## src/rtl/router_fsm.sv

```systemverilog
// Control FSM for the 1x3 router input path: decodes the header address,
// waits for the target FIFO, and strobes the register/parity datapath.
module router_fsm (
    input  logic       clk,
    input  logic       rst,
    input  logic       pkt_valid,
    input  logic [1:0] data_in,
    input  logic       fifo_full,
    input  logic       fifo_empty_0,
    input  logic       fifo_empty_1,
    input  logic       fifo_empty_2,
    input  logic       soft_reset_0,
    input  logic       soft_reset_1,
    input  logic       soft_reset_2,
    input  logic       parity_done,
    input  logic       low_pkt_valid,
    output logic       write_enb_reg,
    output logic       detect_add,
    output logic       lfd_state,
    output logic       ld_state,
    output logic       laf_state,
    output logic       full_state,
    output logic       rst_int_reg,
    output logic       busy,
    output logic [1:0] addr_out
);

    typedef enum logic [2:0] {
        DECODE_ADDRESS     = 3'd0,
        LOAD_FIRST_DATA    = 3'd1,
        LOAD_DATA          = 3'd2,
        FIFO_FULL_STATE    = 3'd3,
        LOAD_AFTER_FULL    = 3'd4,
        LOAD_PARITY        = 3'd5,
        CHECK_PARITY_ERROR = 3'd6,
        WAIT_TILL_EMPTY    = 3'd7
    } state_t;

    state_t     state_q, state_d;
    logic [1:0] addr_out_q, addr_out_d;
    logic       hdr_ok_s;
    logic       empty_hdr_s;
    logic       empty_addr_s;
    logic       soft_rst_s;

    // Per-port selects: header address for the decode cycle, latched address otherwise
    always_comb begin
        hdr_ok_s = pkt_valid && (data_in != 2'b11);
        case (data_in)
            2'b00:   empty_hdr_s = fifo_empty_0;
            2'b01:   empty_hdr_s = fifo_empty_1;
            2'b10:   empty_hdr_s = fifo_empty_2;
            default: empty_hdr_s = 1'b0;
        endcase
        case (addr_out_q)
            2'b00: begin
                empty_addr_s = fifo_empty_0;
                soft_rst_s   = soft_reset_0;
            end
            2'b01: begin
                empty_addr_s = fifo_empty_1;
                soft_rst_s   = soft_reset_1;
            end
            2'b10: begin
                empty_addr_s = fifo_empty_2;
                soft_rst_s   = soft_reset_2;
            end
            default: begin
                empty_addr_s = 1'b0;
                soft_rst_s   = 1'b0;
            end
        endcase
    end

    // Next-state and address-latch logic
    always_comb begin
        state_d    = state_q;
        addr_out_d = addr_out_q;
        if ((state_q == DECODE_ADDRESS) && hdr_ok_s) begin
            addr_out_d = data_in;
        end else begin
            addr_out_d = addr_out_q;
        end
        if (soft_rst_s) begin
            state_d = DECODE_ADDRESS;
        end else begin
            case (state_q)
                DECODE_ADDRESS: begin
                    if (hdr_ok_s) begin
                        state_d = empty_hdr_s ? LOAD_FIRST_DATA : WAIT_TILL_EMPTY;
                    end else begin
                        state_d = DECODE_ADDRESS;
                    end
                end
                WAIT_TILL_EMPTY: begin
                    state_d = empty_addr_s ? LOAD_FIRST_DATA : WAIT_TILL_EMPTY;
                end
                LOAD_FIRST_DATA: state_d = LOAD_DATA;
                LOAD_DATA: begin
                    // A full FIFO must be serviced before the parity byte is taken
                    if (fifo_full) begin
                        state_d = FIFO_FULL_STATE;
                    end else if (!pkt_valid) begin
                        state_d = LOAD_PARITY;
                    end else begin
                        state_d = LOAD_DATA;
                    end
                end
                FIFO_FULL_STATE: begin
                    state_d = fifo_full ? FIFO_FULL_STATE : LOAD_AFTER_FULL;
                end
                LOAD_AFTER_FULL: begin
                    if (parity_done) begin
                        state_d = DECODE_ADDRESS;
                    end else if (low_pkt_valid) begin
                        state_d = LOAD_PARITY;
                    end else begin
                        state_d = LOAD_DATA;
                    end
                end
                LOAD_PARITY: state_d = CHECK_PARITY_ERROR;
                CHECK_PARITY_ERROR: begin
                    state_d = fifo_full ? FIFO_FULL_STATE : DECODE_ADDRESS;
                end
                default: state_d = DECODE_ADDRESS;
            endcase
        end
    end

    // State and address registers with synchronous active-low reset
    always_ff @(posedge clk) begin
        if (!rst) begin
            state_q    <= DECODE_ADDRESS;
            addr_out_q <= 2'b00;
        end else begin
            state_q    <= state_d;
            addr_out_q <= addr_out_d;
        end
    end

    // Moore output decode from the current state only
    always_comb begin
        write_enb_reg = 1'b0;
        detect_add    = 1'b0;
        lfd_state     = 1'b0;
        ld_state      = 1'b0;
        laf_state     = 1'b0;
        full_state    = 1'b0;
        rst_int_reg   = 1'b0;
        busy          = 1'b0;
        case (state_q)
            DECODE_ADDRESS: detect_add = 1'b1;
            LOAD_FIRST_DATA: begin
                lfd_state = 1'b1;
                busy      = 1'b1;
            end
            LOAD_DATA: begin
                ld_state      = 1'b1;
                write_enb_reg = 1'b1;
            end
            FIFO_FULL_STATE: begin
                full_state = 1'b1;
                busy       = 1'b1;
            end
            LOAD_AFTER_FULL: begin
                laf_state     = 1'b1;
                write_enb_reg = 1'b1;
                busy          = 1'b1;
            end
            LOAD_PARITY: begin
                write_enb_reg = 1'b1;
                busy          = 1'b1;
            end
            CHECK_PARITY_ERROR: begin
                rst_int_reg = 1'b1;
                busy        = 1'b1;
            end
            WAIT_TILL_EMPTY: busy = 1'b1;
            default: detect_add = 1'b0;
        endcase
    end

    assign addr_out = addr_out_q;

endmodule

```

## config.mk

```make
export PLATFORM = sky130hd
export DESIGN_NAME = router_fsm
export DESIGN_NICKNAME = d
export VERILOG_FILES = /design/src/rtl/router_fsm.sv
export SDC_FILE = /design/constraint.sdc
export NUM_CORES = 1
export LEC_CHECK = 0
export CAP_MARGIN = 10
export CORE_MARGIN = 2
export CORE_UTILIZATION = 30
export DETAILED_ROUTE_END_ITERATION = 16
export DONT_BUFFER_PORTS = 1
export PLACE_DENSITY_LB_ADDON = 0.1
export SETUP_SLACK_MARGIN = 0.3
export SYNTH_ARGS = -nofsm -noshare
export SYNTH_HDL_FRONTEND = slang
export SYNTH_SLANG_ARGS = --single-unit
```

## constraint.sdc

```tcl
create_clock -name clk -period 1.3 [get_ports clk]
set_clock_uncertainty 0.05 [all_clocks]
set_input_delay 0.26 -clock clk [delete_from_list [all_inputs] [get_ports clk]]
set_output_delay 0.26 -clock clk [all_outputs]
set_load 0.05 [all_outputs]
```

==> out/qor.log, run 1 <==
INFO  routing        drt-met1-wl=466um
INFO  sta            timing_max_transition_violations_final=0
INFO  finish         layout-drive-gt1-share=0.633
INFO  synthesis      postSynthNetCount=68
INFO  finish         ff_latch_area=116um2
INFO  floorplanning  num_rows=13
INFO  worst_setup_path end_kind=output pin
INFO  placement      finalWeightedCongestion=0.785
INFO  finish         multi_input_comb_area=373um2
INFO  routing        totalWireLength=1.16mm
INFO  synthesis      yosys.cell_types.count=25
INFO  clocking       post_cts_hold_buffer_count=0
INFO  finish         antenna_cells_inserted=0
INFO  clocking       htree_levels=1
INFO  global_route   global_route.usage.total=0.163
INFO  clocking       insertion_delay=0.23ns
INFO  placement      place_area=701um2
INFO  sta            maxSlewHeadroom=0.755
INFO  synthesis      synth-seq-area-share=0.245
INFO  floorplanning  initial_core_util=0.317
INFO  finish         post_layout_util=0.661
INFO  synthesis      post_synth.cell_area_avg=7.55um2
INFO  global_route   grt_first_pass_wirelength=1.79mm
INFO  floorplanning  fp.coreArea=1280um2
INFO  clocking       cts_tree=done
INFO  routing        vias=489
INFO  sta            final-setup-viol-count=10
INFO  routing        top_layer=met4
INFO  routing        drt.antenna.violating_nets=0
INFO  routing        route.met3.wl=77um
INFO  worst_setup_path cp.arrival=1.19ns
INFO  routing        dr.pass1.iters=2
INFO  sta            final.hold.worst_slack=0.110ns
INFO  finish         final_net_count=94
INFO  worst_setup_path startpoint_type=register
INFO  global_route   grt_start_max_net_pins=9
INFO  floorplanning  full_die_area=1670um2
INFO  routing        detail_route.iter0.violations=4
INFO  global_route   global_route.overflow_total=0
INFO  finish         postLayoutCellArea=850um2
INFO  finish         syn2layout_area_growth=108%
INFO  floorplanning  die_x=40.9um
INFO  routing        drc_errors=0
INFO  placement      place.detailed.instances=86
INFO  synthesis      post_synth_inst_count=54
INFO  power_and_ir_drop vdd_drop_max=0.000501V
INFO  power_and_ir_drop report.power.total=728uW
INFO  global_route   grt_pass1_vias=442
INFO  floorplanning  design.portCount=24
INFO  sta            grt_setup_unrepaired=yes
INFO  power_and_ir_drop static-leakage-power=0.000321uW
INFO  floorplanning  die-height=40.9um
INFO  worst_hold_path classification_of_the_worst_slack_hold_path=in2reg
INFO  worst_setup_path worst_ep_required_time=0.99ns
INFO  routing        avgRoutedWirePerCell=12.3um
INFO  worst_setup_path critical_path.max_fanout=4
INFO  worst_setup_path rrSetupSlack=-0.06ns
INFO  status         status=finished, violations left
INFO  status         violated_checks=negative setup slack
INFO  sta            max_clock_freq=0.667GHz
INFO  clocking       clk_buf_depth=2
INFO  worst_setup_path setup.worst_path.class=reg2out
INFO  clocking       numClockSinks=5
INFO  routing        routed-wl-met2=589um
INFO  placement      buffer_ports.inserted=0
INFO  power_and_ir_drop power-per-cell-area=857nW/um2
INFO  global_route   number_of_antenna_violations_at_the_first_check_in_global_routing=0
INFO  job            max_cap_viol_count=0
INFO  sta            timing_worst_slew_pin_value=0.366ns
INFO  clocking       cts_made_buffers=3
INFO  placement      detailed_place_hpwl=886um
INFO  finish         fillerInstances=99
INFO  sta            hold_viol_final=0
INFO  clocking       clk_transition_reported_paths=0.04ns
INFO  synthesis      synth-warning-count=0
INFO  sta            period_share=1.15
INFO  finish         instances_no_fill=94
INFO  synthesis      syn-cell-area=408um2
INFO  routing        routed_via_density=5.20
INFO  synthesis      ys_seq_elements=5
INFO  sta            setup_slack=-0.198ns
INFO  sta            min_tclk_post_route=1.50ns
INFO  clocking       cts-root-buf=clkbuf_4
[synth_stat cells, drive strengths merged]
| cell | count | area (um2) |
|---|---|---|
| or2b | 1 | 7.51 |
| a311o | 1 | 10.0 |
| nor2 | 9 | 33.8 |
| a21oi | 2 | 10.0 |
| nand2 | 5 | 18.8 |
| dfxtp | 5 | 100 |
| a31oi | 2 | 18.8 |
| o21ai | 4 | 20.0 |
| and2b | 1 | 7.51 |
| nor2b | 1 | 6.26 |
| o221a | 2 | 22.5 |
| or2 | 1 | 6.26 |
| nand2b | 2 | 12.5 |
| o22a | 1 | 8.76 |
| mux2i | 4 | 40.0 |
| nand3 | 1 | 5.00 |
| inv | 3 | 11.3 |
| a21o | 1 | 7.51 |
| nor3 | 2 | 10.0 |
| a41oi | 1 | 16.3 |
| nor3b | 1 | 7.51 |
| o211ai | 2 | 15.0 |
| buf | 2 | 12.5 |
[per-layer routing]
metal	global-route usage	vias up
met5	0	-
met4	0.100	0
met3	0.0217	4
met2	0.258	20
met1	0.206	219
li1	-	246
[sequential cells by signal, indices dropped and copies added, names as in the netlist]
register,count
state_q,3
addr_out,2
[cells in the final DEF, fill, tap and decap left out, types with 2 or more instances in the layout]
cell / Yosys / layout
mux2i_1: 4 / 4
o221a_2: 2 / 2
o211ai_1: 2 / 2
inv_1: 3 / 2
a21oi_1: 2 / 2
buf_8: 0 / 2
nand2_2: 0 / 2
nand2_1: 5 / 3
dfxtp_4: 0 / 4
buf_12: 0 / 7
buf_4: 1 / 7
o21ai_0: 4 / 3
clkbuf_4: 0 / 3
buf_6: 0 / 7
nor2_1: 9 / 3
nor2_4: 0 / 5
[metrics by stage]
stage / setup WS, ns / setup TNS [ns]
floorplan: -0.210 / -0.810
global placement: -0.00166 / -0.00166
detailed placement: -0.0383 / -0.0741
CTS: -0.196 / -1.20
global route: -0.224 / -1.50
finish: -0.198 / -1.14
[worst max-delay path, stage by stage (launching register included)]
cell	delay, ns
dfxtp_4	0.36
buf_6	0.12
or2b_1	0.24
o21ai_2	0.09
buf_12	0.15
[path summary, 6_finish.rpt]
check | from | to | cells past startpoint
max | state_q[1]$_SDFF_PP0_ | write_enb_reg | 4
min | rst | addr_out[1]$_SDFFE_PN0P_ | 1
min reg2reg | addr_out[0]$_SDFFE_PN0P_ | addr_out[0]$_SDFFE_PN0P_ | 2
max reg2reg | state_q[1]$_SDFF_PP0_ | state_q[1]$_SDFF_PP0_ | 5
[cell type report]
type | instances | area share
multi-input cells | 44 | 0.439
repair buffers | 23 | 0.355
flip-flops and latches | 5 | 0.137
clock buffers | 4 | 0.0309
well taps | 15 | 0.0221
inverters | 3 | 0.0162
[logic make-up (layout without fill, tap and decap cells)]
logic type,Yosys count,after routing,synth area share
AO/OA/AOI/OAI,16,16,0.316
AND/OR/NAND/NOR,24,24,0.282
multiplexers,4,4,0.0982
flip-flops,5,5,0.245
buffers and inverters,5,30,0.0583
[power breakdown]
| part | total (uW) | switching [uW] | internal, uW |
|---|---|---|---|
| registers | 183 | 18.3 | 165 |
| logic | 374 | 191 | 183 |
| clock network | 171 | 55.3 | 115 |
| total | 728 | 264 | 464 |
[timing repair]
item	in CTS	in global routing
pin swaps	12	7
setup buffers	4	0
resized for setup	21	3
hold endpoints to repair	0	0
setup endpoints to repair	15	15
(Power assumes the default switching activity.)
==> run 2, diff against run 1 <==
--- a/config.mk
+++ b/config.mk
@@ -6,7 +6,7 @@
 export NUM_CORES = 1
 export LEC_CHECK = 0
 export CAP_MARGIN = 10
-export CORE_MARGIN = 2
+export CORE_MARGIN = 4
 export CORE_UTILIZATION = 30
 export DETAILED_ROUTE_END_ITERATION = 16
 export DONT_BUFFER_PORTS = 1
==> out/qor.log, run 2 (synthesized netlist as in run 1, its figures left out) <==
INFO  status         status=finished, violations left
INFO  status         violated_checks=negative setup slack
INFO  clocking       clk_transition_reported_paths=0.05ns
INFO  floorplanning  initial_core_util=0.317
INFO  power_and_ir_drop power.internal=448uW
INFO  clocking       cts_tree=done
INFO  finish         postLayoutCellArea=815um2
INFO  placement      place_area=693um2
INFO  job            max_cap_viol_count=0
INFO  worst_setup_path critical_path.max_fanout=5
INFO  floorplanning  full_die_area=2010um2
INFO  sta            setup_slack=-0.203ns
INFO  finish         largest_register=state_q
INFO  worst_hold_path min_delay_path_depth=1
INFO  worst_setup_path cp.buffers_inverters=2
INFO  power_and_ir_drop clock_power_share=0.249
INFO  power_and_ir_drop static-leakage-power=0.000306uW
INFO  finish         final_cell_mix=buf_4, buf_12, nor2_1, dfxtp_4, buf_6
INFO  floorplanning  design.portCount=24
INFO  worst_setup_path worstRegToRegCells=5
INFO  power_and_ir_drop report.power.total=717uW
INFO  clocking       numClockSinks=5
INFO  sta            max_clock_freq=0.665GHz
INFO  worst_hold_path whs_endpoint=addr_out[1]$_SDFFE_PN0P_
INFO  worst_setup_path worst_ep_required_time=0.99ns
INFO  worst_setup_path crit-reg2reg-launch=state_q[1]$_SDFF_PP0_
INFO  worst_hold_path classification_of_the_worst_slack_hold_path=in2reg
INFO  power_and_ir_drop power-per-cell-area=880nW/um2
INFO  worst_setup_path cpMaxStageDelayCell=dfxtp_4
INFO  floorplanning  die-height=44.9um
INFO  global_route   grt_pass1_vias=564
INFO  sta            final-setup-viol-count=8
INFO  worst_hold_path min_from=rst
INFO  clocking       clk_buf_depth=2
INFO  finish         antenna_cells_inserted=0
INFO  placement      detailed_place_hpwl=1.05mm
INFO  sta            timing_worst_slew_pin_value=0.377ns
INFO  worst_setup_path end_kind=output pin
INFO  routing        avgRoutedWirePerCell=14.2um
INFO  worst_setup_path crit_path_cell_trace=buf_6, or2b_1, o21ai_2, buf_12
INFO  floorplanning  num_rows=13
INFO  clocking       htree_levels=1
INFO  sta            grt_setup_unrepaired=yes
INFO  clocking       insertion_delay=0.24ns
INFO  finish         fillerInstances=105
INFO  global_route   grt_start_max_net_pins=8
INFO  global_route   global_route.overflow_total=0
INFO  placement      buffer_ports.inserted=0
INFO  finish         largest_register_ffs=3
INFO  power_and_ir_drop net-switching-power=268uW
INFO  sta            hold_viol_final=0
INFO  routing        routed_via_density=5.32
INFO  sta            timing_max_transition_violations_final=0
INFO  finish         syn2layout_area_growth=99.7%
INFO  power_and_ir_drop vdd_drop_max=0.000552V
INFO  routing        drc_errors=0
INFO  worst_setup_path r2r-end=state_q[1]$_SDFF_PP0_
INFO  global_route   number_of_antenna_violations_at_the_first_check_in_global_routing=0
INFO  finish         most_common_library_cell_in_the_layout_ignoring_fill_and_taps=buf_4
INFO  floorplanning  die_x=44.9um
INFO  clocking       cts-root-buf=clkbuf_4
INFO  worst_setup_path rrSetupSlack=0.01ns
INFO  worst_setup_path path_delay_family=flip-flops
INFO  global_route   grt_first_pass_wirelength=2.24mm
INFO  power_and_ir_drop p_comb_frac=0.493
INFO  finish         final_net_count=92
INFO  power_and_ir_drop power.switching_fraction=0.374
INFO  worst_setup_path setup.worst_path.class=reg2out
INFO  finish         layout-drive-gt1-share=0.610
INFO  worst_setup_path cp.arrival=1.19ns
INFO  routing        dr.pass1.iters=4
INFO  worst_setup_path critPathMaxStageDelay=0.36ns
INFO  routing        totalWireLength=1.31mm
INFO  worst_setup_path startpoint_type=register
INFO  routing        detail_route.iter0.violations=10
INFO  global_route   global_route.usage.total=0.147
INFO  routing        drt.antenna.violating_nets=0
INFO  floorplanning  fp.coreArea=1280um2
INFO  sta            maxSlewHeadroom=0.747
INFO  sta            period_share=1.16
INFO  placement      finalWeightedCongestion=0.750
INFO  clocking       cts_made_buffers=3
INFO  sta            min_tclk_post_route=1.50ns
INFO  routing        vias=489
INFO  power_and_ir_drop power.sequential.fraction=0.258
[run 2: final cells by class]
cell class,count,area [um2],share of cell area
clock buffer,4,26.3,0.0323
sequential,5,119,0.146
timing repair buffer,21,272,0.333
inverter,3,13.8,0.0169
tap,15,18.8,0.0230
multi-input combinational,44,365,0.449
[run 2: worst max-delay path by stage]
stage / cells past startpoint / endpoint / slack [ns] / from
2_1_floorplan: 5 / state_q[2]$_SDFF_PP0_ / -0.21 / state_q[1]$_SDFF_PP0_
3_3_place_gp: 4 / state_q[2]$_SDFF_PP0_ / -0.03 / state_q[1]$_SDFF_PP0_
3_5_place_dp: 4 / state_q[2]$_SDFF_PP0_ / -0.05 / state_q[1]$_SDFF_PP0_
4_1_cts: 4 / write_enb_reg / -0.20 / state_q[1]$_SDFF_PP0_
5_1_grt: 4 / write_enb_reg / -0.22 / state_q[1]$_SDFF_PP0_
6_report: 4 / write_enb_reg / -0.20 / state_q[1]$_SDFF_PP0_
[run 2: what timing repair did]
action	4_1_cts	5_1_grt
hold buffers	0	0
endpoints found under the hold margin	0	0
endpoints found under the setup margin	15	15
setup buffers	3	0
pin swaps	9	3
resized for setup	19	3
[run 2: power groups by stage]
stage | logic (uW) | registers, uW | clock network [uW]
2_1_floorplan | 195 | 198 | 0
3_3_place_gp | 318 | 185 | 0
3_5_place_dp | 322 | 186 | 0
4_1_cts | 350 | 184 | 180
5_1_grt | 375 | 187 | 188
6_report | 354 | 185 | 178
[run 2: layer usage]
metal  track usage  wire length (um)
met1         0.145               460
met2         0.281               724
met3        0.0478               124
met4        0.0526                 0
met5             0                 0
[run 2: per-stage QoR]
stage / instances / utilization / setup TNS (ns) / setup WS, ns / hold slack [ns]
6_report: 92 / 0.634 / -1.07 / -0.203 / 0.107
5_1_grt: 92 / 0.634 / -1.45 / -0.225 / 0.101
4_1_cts: 92 / 0.624 / -1.18 / -0.201 / 0.107
3_5_place_dp: 85 / 0.539 / -0.0835 / -0.0454 / 0.355
3_3_place_gp: 85 / 0.539 / -0.0503 / -0.0337 / 0.352
2_1_floorplan: 54 / - / -0.810 / -0.210 / 0.349
==> run 3, diff against run 2 <==
--- a/config.mk
+++ b/config.mk
@@ -10,7 +10,7 @@
 export CORE_UTILIZATION = 30
 export DETAILED_ROUTE_END_ITERATION = 16
 export DONT_BUFFER_PORTS = 1
-export PLACE_DENSITY_LB_ADDON = 0.1
+export PLACE_DENSITY = 0.49
 export SETUP_SLACK_MARGIN = 0.3
 export SYNTH_ARGS = -nofsm -noshare
 export SYNTH_HDL_FRONTEND = slang
==> constraint.sdc (replaced) <==
create_clock -name clk -period 1.85 [get_ports clk]
set_clock_uncertainty 0.05 [all_clocks]
set_input_delay 0.37 -clock clk [delete_from_list [all_inputs] [get_ports clk]]
set_output_delay 0.37 -clock clk [all_outputs]
set_load 0.05 [all_outputs]
==> out/qor.log, run 3 (synthesized netlist as in run 1, its figures left out) <==
INFO  clocking       cts_tree=done
INFO  power_and_ir_drop power.switching_fraction=0.384
INFO  power_and_ir_drop p_comb_frac=0.382
INFO  clocking       cts-root-buf=clkbuf_4
INFO  worst_setup_path critical_path.max_fanout=5
INFO  worst_setup_path cp.arrival=1.13ns
INFO  status         status=completed
INFO  floorplanning  num_rows=13
INFO  clocking       post_cts_hold_buffer_count=0
INFO  power_and_ir_drop clock_power_share=0.286
INFO  sta            hold_viol_final=0
INFO  worst_setup_path critPathMaxStageDelay=0.35ns
INFO  clocking       clk_transition_reported_paths=0.04ns
INFO  global_route   grt_pass1_vias=394
INFO  sta            max_clock_freq=0.647GHz
INFO  sta            tns=0ns
INFO  power_and_ir_drop power.internal=258uW
INFO  worst_setup_path cpMaxStageDelayCell=dfxtp_4
INFO  sta            timing_max_transition_violations_final=0
INFO  worst_setup_path cp.buffers_inverters=0
INFO  placement      detailed_place_hpwl=841um
INFO  routing        drc_errors=0
INFO  global_route   grt_first_pass_wirelength=1.57mm
INFO  job            max_cap_viol_count=0
INFO  worst_setup_path startpoint_type=register
INFO  routing        dr.pass1.iters=4
INFO  routing        totalWireLength=1.01mm
INFO  sta            timing_worst_slew_pin_value=0.352ns
INFO  floorplanning  initial_core_util=0.317
INFO  finish         antenna_cells_inserted=0
INFO  power_and_ir_drop power.sequential.fraction=0.332
INFO  sta            grt_setup_unrepaired=yes
INFO  routing        routed_via_density=5.20
INFO  finish         most_common_library_cell_in_the_layout_ignoring_fill_and_taps=nor2_1
INFO  floorplanning  die_x=44.9um
INFO  routing        drt.antenna.violating_nets=0
INFO  finish         final_cell_mix=nor2_1, buf_4, nand2_1
INFO  floorplanning  full_die_area=2010um2
INFO  clocking       cts_made_buffers=3
INFO  worst_setup_path path_delay_family=simple AND/OR/NAND/NOR gates
INFO  finish         syn2layout_area_growth=44.2%
INFO  worst_setup_path crit_path_cell_trace=or2_4, nor2_4
INFO  global_route   number_of_antenna_violations_at_the_first_check_in_global_routing=0
INFO  finish         largest_register=state_q
INFO  power_and_ir_drop vdd_drop_max=0.000202V
INFO  global_route   global_route.usage.total=0.104
INFO  worst_hold_path classification_of_the_worst_slack_hold_path=in2reg
INFO  power_and_ir_drop net-switching-power=161uW
INFO  sta            maxSlewHeadroom=0.765
INFO  sta            period_share=0.836
INFO  worst_setup_path end_kind=output pin
INFO  global_route   grt_start_max_net_pins=11
INFO  finish         layout-drive-gt1-share=0.418
INFO  finish         final_net_count=82
INFO  sta            final-setup-viol-count=0
INFO  floorplanning  design.portCount=24
INFO  clocking       clk_buf_depth=2
INFO  routing        vias=426
INFO  clocking       htree_levels=1
INFO  floorplanning  fp.coreArea=1280um2
INFO  global_route   global_route.overflow_total=0
INFO  routing        avgRoutedWirePerCell=12.3um
INFO  finish         largest_register_ffs=3
INFO  finish         postLayoutCellArea=588um2
INFO  routing        detail_route.iter0.violations=13
INFO  sta            min_tclk_post_route=1.55ns
INFO  power_and_ir_drop power-per-cell-area=713nW/um2
INFO  power_and_ir_drop static-leakage-power=0.000226uW
INFO  placement      place_area=510um2
INFO  placement      buffer_ports.inserted=0
INFO  sta            final.hold.worst_slack=0.228ns
INFO  placement      finalWeightedCongestion=0.736
INFO  clocking       numClockSinks=5
INFO  worst_setup_path setup.worst_path.class=reg2out
INFO  finish         fillerInstances=137
INFO  worst_setup_path worst_ep_required_time=1.43ns
INFO  clocking       insertion_delay=0.23ns
INFO  floorplanning  die-height=44.9um
==> run 3: changes by cell type in the layout (fill, tap and decap cells not counted), sizes merged <==
cell	change
buf	-10
==> run 3: worst register-to-register path: stages (launching register included) <==
cell and delay (ns):
dfxtp_2 0.54, inv_1 0.11, a311o_1 0.32, o22a_1 0.24
a41oi_2 0.13
==> run 3: timing repair <==
action,CTS,global route
resized for setup,10,2
setup endpoints to repair,8,5
pin swaps,1,2
cloned,0,0
hold endpoints to repair,0,0
setup buffers,1,1
==> run 3: path summary, 6_finish.rpt <==
check | startpoint | endpoint | slack [ns] | cells past startpoint
min | rst | addr_out[1]$_SDFFE_PN0P_ | 0.23 | 1
min reg2reg | state_q[1]$_SDFF_PP0_ | state_q[0]$_SDFF_PP0_ | 0.53 | 2
max reg2reg | addr_out[1]$_SDFFE_PN0P_ | state_q[1]$_SDFF_PP0_ | 0.40 | 4
max | state_q[0]$_SDFF_PP0_ | detect_add | 0.30 | 2
==> run 3: area by class of cell <==
class | count | area [um2] | share of cell area
Multi-Input combinational cell | 44 | 322 | 0.547
Sequential cell | 5 | 113 | 0.191
Tap cell | 15 | 18.8 | 0.0319
Clock buffer | 4 | 26.3 | 0.0447
Inverter | 3 | 11.3 | 0.0191
Timing Repair Buffer | 11 | 97.6 | 0.166
==> run 3: power by group through the flow <==
stage          clock, uW  combinational, uW  sequential (uW)
2_1_floorplan          0                122              138
6_report             120                160              139
3_3_place_gp           0                146              142
3_5_place_dp           0                146              143
4_1_cts              124                157              141
5_1_grt              129                172              141
==> run 3: through the flow <==
step                      setup slack [ns]   util  power [uW]  cells
after floorplan                      0.170      -         259     54
after global placement               0.324  0.397         289     76
after detailed placement             0.283  0.397         289     76
after CTS                            0.273  0.447         423     81
after global routing                 0.278  0.458         442     82
final                                0.304  0.458         419     82
==> run 3: metal layers <==
layer	track usage	wire, um
met1	0.145	466
met2	0.155	486
met3	0.0159	51
met4	0.0526	8
met5	0	0
